**config.mk**
```make
export PLATFORM = sky130hd
export DESIGN_NAME = fmc_i2c_poller
export DESIGN_NICKNAME = d
export VERILOG_FILES = /design/src/rtl/fmc_i2c_poller.sv
export SDC_FILE = /design/constraint.sdc
export NUM_CORES = 1
export LEC_CHECK = 0
export ABC_AREA = 1
export ABC_CLOCK_PERIOD_IN_PS = 5350
export CAP_MARGIN = 40
export CORE_ASPECT_RATIO = 1.75
export CORE_MARGIN = 2
export CORE_UTILIZATION = 50
export DETAILED_ROUTE_END_ITERATION = 8
export GPL_ROUTABILITY_DRIVEN = 0
export PLACE_DENSITY_LB_ADDON = 0.08
export SLEW_MARGIN = 10
export SYNTH_ARGS = -nofsm -noshare
export SYNTH_HDL_FRONTEND = slang
export SYNTH_SLANG_ARGS = --single-unit
```
**constraint.sdc**
```tcl
create_clock -name clk -period 5.35 [get_ports clk]
set_input_delay 1.07 -clock clk [delete_from_list [all_inputs] [get_ports clk]]
set_output_delay 1.07 -clock clk [all_outputs]
set_load 0.05 [all_outputs]
```
**src/rtl/fmc_i2c_poller.sv**
```systemverilog
// rtl/fmc_i2c_poller.sv - periodic I2C status poller driving a single-byte read engine
module fmc_i2c_poller #(
  parameter int NUM_DEV     = 2,
  parameter int POLL_PERIOD = 125000,
  parameter int TIMEOUT     = 2500000
) (
  input  logic                 clk,
  input  logic                 nReset,
  input  logic                 enable,
  input  logic [8*NUM_DEV-1:0] dev_adr_list,
  output logic [7:0]           i2c_dev_adr,
  output logic                 i2c_start_read,
  output logic                 i2c_rst,
  input  logic                 i2c_byte_rdy,
  input  logic [7:0]           i2c_rd_dat,
  input  logic                 i2c_error,
  output logic [8*NUM_DEV-1:0] status_dat,
  output logic [NUM_DEV-1:0]   status_valid,
  output logic                 status_change,
  output logic [2:0]           change_idx,
  output logic [NUM_DEV-1:0]   dev_err,
  output logic [15:0]          err_cnt
);

  localparam int PW = (POLL_PERIOD > 2) ? $clog2(POLL_PERIOD) : 1;
  localparam int TW = $clog2(TIMEOUT);
  localparam logic [PW-1:0] P_LAST = PW'(POLL_PERIOD - 1);
  localparam logic [TW-1:0] T_LAST = TW'(TIMEOUT - 1);
  localparam logic [2:0]    I_LAST = 3'(NUM_DEV - 1);

  typedef enum logic [2:0] {HOLDOFF, START, BUSY, CAPTURE, RECOVER} state_t;

  state_t        state;
  logic [PW-1:0] pcnt;
  logic [TW-1:0] tcnt;
  logic [2:0]    rcnt;
  logic [2:0]    idx;
  logic          nack;

  logic [7:0] cur_adr;
  logic [7:0] cur_dat;
  logic       cur_valid;
  logic [2:0] idx_next;

  always_comb begin
    cur_adr   = '0;
    cur_dat   = '0;
    cur_valid = 1'b0;
    for (int k = 0; k < NUM_DEV; k++) begin
      if (idx == 3'(k)) begin
        cur_adr   = dev_adr_list[8*k +: 8];
        cur_dat   = status_dat[8*k +: 8];
        cur_valid = status_valid[k];
      end
    end
    idx_next = (idx == I_LAST) ? 3'd0 : idx + 3'd1;
  end

  always_ff @(posedge clk or negedge nReset) begin
    if (!nReset) begin
      state          <= HOLDOFF;
      pcnt           <= P_LAST;
      tcnt           <= '0;
      rcnt           <= '0;
      idx            <= '0;
      nack           <= 1'b0;
      i2c_dev_adr    <= '0;
      i2c_start_read <= 1'b0;
      i2c_rst        <= 1'b0;
      status_dat     <= '0;
      status_valid   <= '0;
      status_change  <= 1'b0;
      change_idx     <= '0;
      dev_err        <= '0;
      err_cnt        <= '0;
    end else begin
      i2c_start_read <= 1'b0;
      status_change  <= 1'b0;
      case (state)
        HOLDOFF: begin
          if (!enable) begin
            pcnt <= P_LAST;
          end else if (pcnt == '0) begin
            state          <= START;
            i2c_start_read <= 1'b1;
            i2c_dev_adr    <= cur_adr;
            tcnt           <= '0;
          end else begin
            pcnt <= pcnt - 1'b1;
          end
        end
        START: begin
          tcnt  <= tcnt + 1'b1;
          state <= BUSY;
        end
        BUSY: begin
          if (i2c_error) nack <= 1'b1;
          // Results are committed on the byte_rdy edge so they are visible in the CAPTURE cycle.
          if (i2c_byte_rdy) begin
            state <= CAPTURE;
            if (nack || i2c_error) begin
              for (int k = 0; k < NUM_DEV; k++)
                if (idx == 3'(k)) dev_err[k] <= 1'b1;
              if (err_cnt != 16'hFFFF) err_cnt <= err_cnt + 16'd1;
            end else begin
              for (int k = 0; k < NUM_DEV; k++) begin
                if (idx == 3'(k)) begin
                  status_dat[8*k +: 8] <= i2c_rd_dat;
                  status_valid[k]      <= 1'b1;
                  dev_err[k]           <= 1'b0;
                end
              end
              if (cur_valid && (cur_dat != i2c_rd_dat)) begin
                status_change <= 1'b1;
                change_idx    <= idx;
              end
            end
          end else if (tcnt == T_LAST) begin
            state <= RECOVER;
            rcnt  <= '0;
          end else begin
            tcnt <= tcnt + 1'b1;
          end
        end
        CAPTURE: begin
          nack  <= 1'b0;
          idx   <= idx_next;
          pcnt  <= P_LAST;
          state <= HOLDOFF;
        end
        RECOVER: begin
          // First RECOVER cycle arms i2c_rst; it then stays high for four cycles.
          if (rcnt == 3'd4) begin
            i2c_rst <= 1'b0;
            for (int k = 0; k < NUM_DEV; k++)
              if (idx == 3'(k)) dev_err[k] <= 1'b1;
            if (err_cnt != 16'hFFFF) err_cnt <= err_cnt + 16'd1;
            nack  <= 1'b0;
            idx   <= idx_next;
            pcnt  <= P_LAST;
            state <= HOLDOFF;
          end else begin
            i2c_rst <= 1'b1;
            rcnt    <= rcnt + 3'd1;
          end
        end
        default: state <= HOLDOFF;
      endcase
    end
  end

endmodule

```
==> impl_metrics.env, run 1 <==
export IMPL_rsz0062_at_grt="false"
export IMPL_io_pins=79
export IMPL_initial_core_util_pct=51.22
export IMPL_synthCells=774
export IMPL_fin_nets=883
export IMPL_power_density_nw_per_um2=467.6
export IMPL_rows=52
export IMPL_worstPathArrival_ns=3.22
export IMPL_holdPathEnd="i2c_rst"
export IMPL_setup_slack_ns=2.390
export IMPL_mostFrequentLayoutCells="nand2_1, dfrtp_1, nor2_1, nand3_1, clkdlybuf4s50_1"
export IMPL_muxShareOfSynthArea_pct=0.1687
export IMPL_synthAdderAreaFrac_pct=1.266
export IMPL_synth_seq_cells=99
export IMPL_yosys_area_share_simple_pct=34.17
export IMPL_wl_per_cell_um=14.94
export IMPL_die_w_um=86.34
export IMPL_crit_start="enable"
export IMPL_fin_tns_setup_ns=0
export IMPL_hold_viol_final=0
export IMPL_crit_family="buffers and inverters"
export IMPL_antenna_cells=0
export IMPL_period_needed_ns=2.960
export IMPL_status="finished, final reports clean"
export IMPL_cts_resized=0
export IMPL_finalCritPeriodShare_pct=55.34
export IMPL_slew_headroom_pct=52.31
export IMPL_mostFrequentLayoutCell="nand2_1"
export IMPL_area_delta_synth_final_pct=19.68
export IMPL_r2r_end="tcnt[15]"
export IMPL_fin_skew_ns=0.009021
export IMPL_grt_ovfl_total=0
export IMPL_syn_area_per_cell_um2=7.664
export IMPL_report_final_slew_viol_count=0
export IMPL_core_area_um2=11580
export IMPL_r2r_slack_ns=3.02
export IMPL_place_ws_ns=2.082
export IMPL_yosysWarnings=0
export IMPL_cp_buffers_inverters=3
export IMPL_clk_latency_ns=0.34
export IMPL_tightest_slew_ns=0.7136
export IMPL_required_ns=5.61
export IMPL_drc=0
export IMPL_cpMaxStageDelayCell="clkdlybuf4s50_1"
export IMPL_port_buffers=78
export IMPL_drv_cap=0
export IMPL_antenna_found_initial=0
export IMPL_worstRegToRegCells=9
export IMPL_cts_hold_buf=0
export IMPL_cts_buffer_depth=2
export IMPL_setup_viol=0
export IMPL_ys_seq_area_share_pct=41.95
export IMPL_dr_pass1_iters=4
export IMPL_hold_depth=2
export IMPL_synth_compound_area_share_pct=10.95
export IMPL_critPathLaunchType="input pin"
export IMPL_critical_path_class="in2reg"
export IMPL_drive_gt1_share_pct=11.84
export IMPL_path_clk_slew_ns=0.07
export IMPL_ys_types=44
export IMPL_die_area_um2=12790
export IMPL_grt_pass1_wl_mm=25.08
export IMPL_holdWs_ns=0.4817
export IMPL_max_freq_mhz=337.8
export IMPL_vias=5356
export IMPL_synth_nets=809
export IMPL_dp_hpwl_mm=11.10
export IMPL_cp_end_kind="register"
export IMPL_synth_top_family_by_area="simple AND/OR/NAND/NOR gates"
export IMPL_hold_class="reg2reg"
export IMPL_die_h_um=148.1
export IMPL_cts_setup_buffers=0
export IMPL_cts_root_buf="clkbuf_16"
export IMPL_power_mw=3.320
export IMPL_clock_sinks=99
export IMPL_p_leak_nw=3.235
export IMPL_cts_tree="yes"
export IMPL_worst_r2r_startpoint="state[0]"
export IMPL_ir_worst_vdd_mv=0.2993
export IMPL_min_from="i2c_rst"
export IMPL_grt_start_max_net_pins=64
export IMPL_grt_total_usage_pct=24.08
export IMPL_critPathMaxFanout=19
export IMPL_slowest_delay_ns=0.66
export IMPL_netlist_area_um2=5932
export IMPL_grt_pass1_vias=5342
export IMPL_path_cells="clkdlybuf4s50_1, clkinv_1, nor2_1, nand3_2, nand2_4, inv_4, nand2_1, nand3_1"
export IMPL_ant_nets=0
export IMPL_cts_inserted_buffers=9
export IMPL_wl_mm=14.76
export IMPL_synth_xor_area_share_pct=3.691
export IMPL_first_iter_violations=279
export IMPL_htreeDepth=3
export IMPL_fillers=1048
export IMPL_detail_route_vias_per_cell=5.421
==> synthesized netlist by cell type (all sizes together) <==
library cell  count  area [um^2]
xor2             19        166.4
dfstp             9        236.5
ha                6        75.07
nand3            80        410.4
nand3b            4        30.03
clkinv            2        7.510
and3              1        6.260
nor3             19        111.4
o211ai            2        33.78
a21oi             8        40.04
clkbuf            2        7.510
o22ai             1        12.51
xnor2             6        52.55
or2              14        87.58
nand2           218        880.9
o21ai            75        476.7
nand4            12        75.07
nor3b             3        22.52
mux2i             1        10.01
dfrtp            90         2252
and2              2        15.02
a22o              9        78.83
nor2             88        375.4
inv              85        324.1
o21bai            1        7.510
buf              15        123.9
nor4              2        12.51
==> cell families (layout without fill, tap and decap cells) <==
family / Yosys count / count (layout)
DFF: 99 / 99
xor gates and xnor gates: 25 / 25
buffers and inverters: 104 / 183
muxes: 1 / 1
adders and majority gates: 6 / 6
and+or+nand+nor: 443 / 443
AOI/OAI and AO/OA: 96 / 96
==> final cells by class <==
type / count / area (um^2) / area share (%)
multi-input cells: 571 / 2980 / 41.98
well taps: 135 / 168.9 / 2.379
repair buffers: 80 / 813.3 / 11.46
clock inverters: 6 / 87.58 / 1.234
clock buffers: 10 / 229.0 / 3.225
inverters: 87 / 331.6 / 4.670
flip-flops and latches: 99 / 2489 / 35.05
==> power by group <==
group / switching [mW] / leakage [nW] / total [mW] / internal, mW
registers: 0.174 / 1.30 / 1.10 / 0.928
clock network: 0.286 / 0.157 / 0.698 / 0.412
logic: 1.05 / 1.78 / 1.52 / 0.470
total: 1.51 / 3.23 / 3.32 / 1.81
==> worst min-delay path: cells and delay by family (launching register included) <==
kind,cells,cell delay [ns]
DFF,1,0.35
and+or+nand+nor,2,0.10
==> layer usage <==
layer | routed length [um] | global-route usage (%) | vias to the layer above
met3 | 469 | 3.219 | 38
li1 | - | - | 2643
met1 | 5668 | 28.04 | 2549
met4 | 419 | 8.594 | 0
met5 | 0 | 0 | -
met2 | 8199 | 44.19 | 126
==> flip-flops by register name, summed over array words and instances, names as in the netlist, 8 cells and up <==
signal	count
err_cnt	16
tcnt	22
i2c_dev_adr	8
pcnt	17
status_dat	16
==> worst max-delay path by stage <==
stage	endpoint	slack, ns	cells after the start
after floorplan	i2c_dev_adr[1]	3.10	8
after global placement	pcnt[1]	2.19	8
after detailed placement	pcnt[15]	2.08	8
after CTS	pcnt[15]	2.42	8
after global routing	pcnt[15]	2.20	8
final	pcnt[15]	2.39	8
==> stage by stage <==
step	utilization, %	instance area (um^2)	instances
global route	61.30	7099	988
finish	61.30	7099	988
detailed placement	58.57	6783	972
global placement	58.33	6755	971
CTS	61.30	7099	988
floorplan	-	5932	774
Note: power is estimated with default switching activity, not from simulation.
==> run 2, diff against run 1 <==
--- a/config.mk
+++ b/config.mk
@@ -6,7 +6,7 @@
 export NUM_CORES = 1
 export LEC_CHECK = 0
 export ABC_AREA = 1
-export ABC_CLOCK_PERIOD_IN_PS = 5350
+export ABC_CLOCK_PERIOD_IN_PS = 2900
 export CAP_MARGIN = 40
 export CORE_ASPECT_RATIO = 1.75
 export CORE_MARGIN = 2
==> constraint.sdc (replaced) <==
create_clock -name clk -period 2.9 [get_ports clk]
set_input_delay 0.58 -clock clk [delete_from_list [all_inputs] [get_ports clk]]
set_output_delay 0.58 -clock clk [all_outputs]
set_load 0.05 [all_outputs]
==> run 2 against run 1 <==
Combinational power up 86%. Final cell count up 0.20%. Routed wire length up 1.1%. Non-clock buffer count up 2. Sequential share of layout area about the same. Die area unchanged. Sequential power up 85%. Cell area about the same. Worst setup slack worse by 1.8 ns. Largest cell class unchanged. Largest power group unchanged.
==> impl_metrics.env, run 2 (synthesis gave the netlist of run 1 again) <==
export IMPL_required_ns=2.32
export IMPL_fillers=1055
export IMPL_path_clk_slew_ns=0.07
export IMPL_antenna_found_initial=0
export IMPL_tightest_slew_ns=0.5425
export IMPL_vias=5312
export IMPL_grt_pass1_wl_mm=25.47
export IMPL_critical_path_class="reg2out"
export IMPL_cts_buffer_depth=2
export IMPL_port_buffers=78
export IMPL_area_delta_synth_final_pct=19.74
export IMPL_r2r_end="tcnt[1]"
export IMPL_core_area_um2=11580
export IMPL_slowest_delay_ns=0.87
export IMPL_drv_cap=0
export IMPL_status="finished, final reports clean"
export IMPL_max_freq_mhz=434.4
export IMPL_detail_route_vias_per_cell=5.366
export IMPL_initial_core_util_pct=51.22
export IMPL_dp_hpwl_mm=11.26
export IMPL_worstPathArrival_ns=1.72
export IMPL_clk_latency_ns=0.35
export IMPL_holdWs_ns=0.1850
export IMPL_first_iter_violations=284
export IMPL_cts_tree="yes"
export IMPL_largest_register_ffs=22
export IMPL_fin_skew_ns=0.005978
export IMPL_max_flop_register="tcnt"
export IMPL_worstRegToRegCells=9
export IMPL_cts_hold_buf=0
export IMPL_grt_total_usage_pct=24.67
export IMPL_hold_viol_final=0
export IMPL_wl_mm=14.92
export IMPL_cpMaxStageDelayCell="clkdlybuf4s50_1"
export IMPL_drc=0
export IMPL_grt_pass1_vias=5464
export IMPL_fin_nets=885
export IMPL_cp_buffers_inverters=1
export IMPL_io_pins=79
export IMPL_critPathMaxFanout=7
export IMPL_p_leak_nw=3.231
export IMPL_worst_r2r_startpoint="tcnt[0]"
export IMPL_drive_gt1_share_pct=12.16
export IMPL_dr_pass1_iters=7
export IMPL_slew_headroom_pct=63.72
export IMPL_crit_start="err_cnt[3]"
export IMPL_r2r_slack_ns=0.62
export IMPL_clock_sinks=99
export IMPL_grt_start_max_net_pins=49
export IMPL_cts_setup_buffers=0
export IMPL_grt_ovfl_total=0
export IMPL_fin_tns_setup_ns=0
export IMPL_power_density_nw_per_um2=860.9
export IMPL_critPathLaunchType="register"
export IMPL_top_regs="tcnt: 22 flops, pcnt: 17 flops"
export IMPL_setup_viol=0
export IMPL_wl_per_cell_um=15.07
export IMPL_path_cells="clkdlybuf4s50_1"
export IMPL_rows=52
export IMPL_report_final_slew_viol_count=0
export IMPL_rsz0062_at_grt="false"
export IMPL_ant_nets=0
export IMPL_die_w_um=86.34
export IMPL_mostFrequentLayoutCells="nand2_1, dfrtp_1, nor2_1, nand3_1, clkdlybuf4s50_1"
export IMPL_cts_root_buf="clkbuf_16"
export IMPL_period_needed_ns=2.302
export IMPL_htreeDepth=3
export IMPL_finalCritPeriodShare_pct=79.38
export IMPL_die_area_um2=12790
export IMPL_crit_family="buffers and inverters"
export IMPL_cts_resized=0
export IMPL_mostFrequentLayoutCell="nand2_1"
export IMPL_antenna_cells=0
export IMPL_cp_end_kind="output port"
export IMPL_hold_class="in2async"
export IMPL_die_h_um=148.1
export IMPL_ir_worst_vdd_mv=0.5675
export IMPL_cts_inserted_buffers=9
-- run 2: cell types whose count changed in the layout (fill, tap and decap cells not counted), sizes merged --
cell | before | now
buf | 3 | 5
bufinv | 2 | 1
inv | 87 | 86
clkinvlp | 0 | 2
-- run 2: layout make-up --
class	instances	area (um^2)	area share (%)
Timing Repair Buffer	82	820.8	11.56
Clock inverter	6	73.82	1.039
Inverter	87	331.6	4.668
Clock buffer	10	239.0	3.364
Multi-Input combinational cell	571	2980	41.96
Tap cell	135	168.9	2.378
Sequential cell	99	2489	35.04
-- run 2: worst reg2reg max path: stages (launching register included) --
cell and delay [ns]:
dfrtp_1 0.48, ha_1 0.26, nand2_1 0.15, nor2_4 0.20, inv_1 0.10, nor2_1 0.16, nand4_1 0.18, nand2_4 0.44
nand2_1 0.17, o21ai_2 0.08
-- run 2: through the flow --
step	std cells	setup slack (ns)	util, %	power, mW	cell area [um^2]
global placement	974	0.4668	58.63	4.813	6790
global route	990	0.3684	61.33	6.495	7103
CTS	990	0.6098	61.33	6.150	7103
floorplan	774	0.9060	-	4.171	5932
finish	990	0.5980	61.33	6.115	7103
detailed placement	974	0.3849	58.63	4.879	6790
-- run 2: worst max-delay path by stage --
stage	to	slack, ns	cells after the start
after global placement	pcnt[16]	0.47	8
after detailed placement	pcnt[1]	0.38	8
final	err_cnt[3]	0.60	1
after CTS	err_cnt[3]	0.61	1
after global routing	tcnt[4]	0.37	9
after floorplan	err_cnt[9]	0.91	8
-- run 2: report_power, final --
group	switching [mW]	internal, mW	leakage (nW)	total, mW
Clock	0.557	0.702	0.147	1.26
Combinational	1.94	0.875	1.79	2.82
Sequential	0.324	1.71	1.30	2.04
Total	2.83	3.29	3.23	6.12
-- run 2: layer usage --
metal	GRT usage [%]	part of all wire, %	vias to the layer above
li1	-	-	2645
met1	28.08	39	2521
met2	45.46	55	118
met3	3.385	2.7	28
met4	9.688	2.7	0
met5	0	0	-
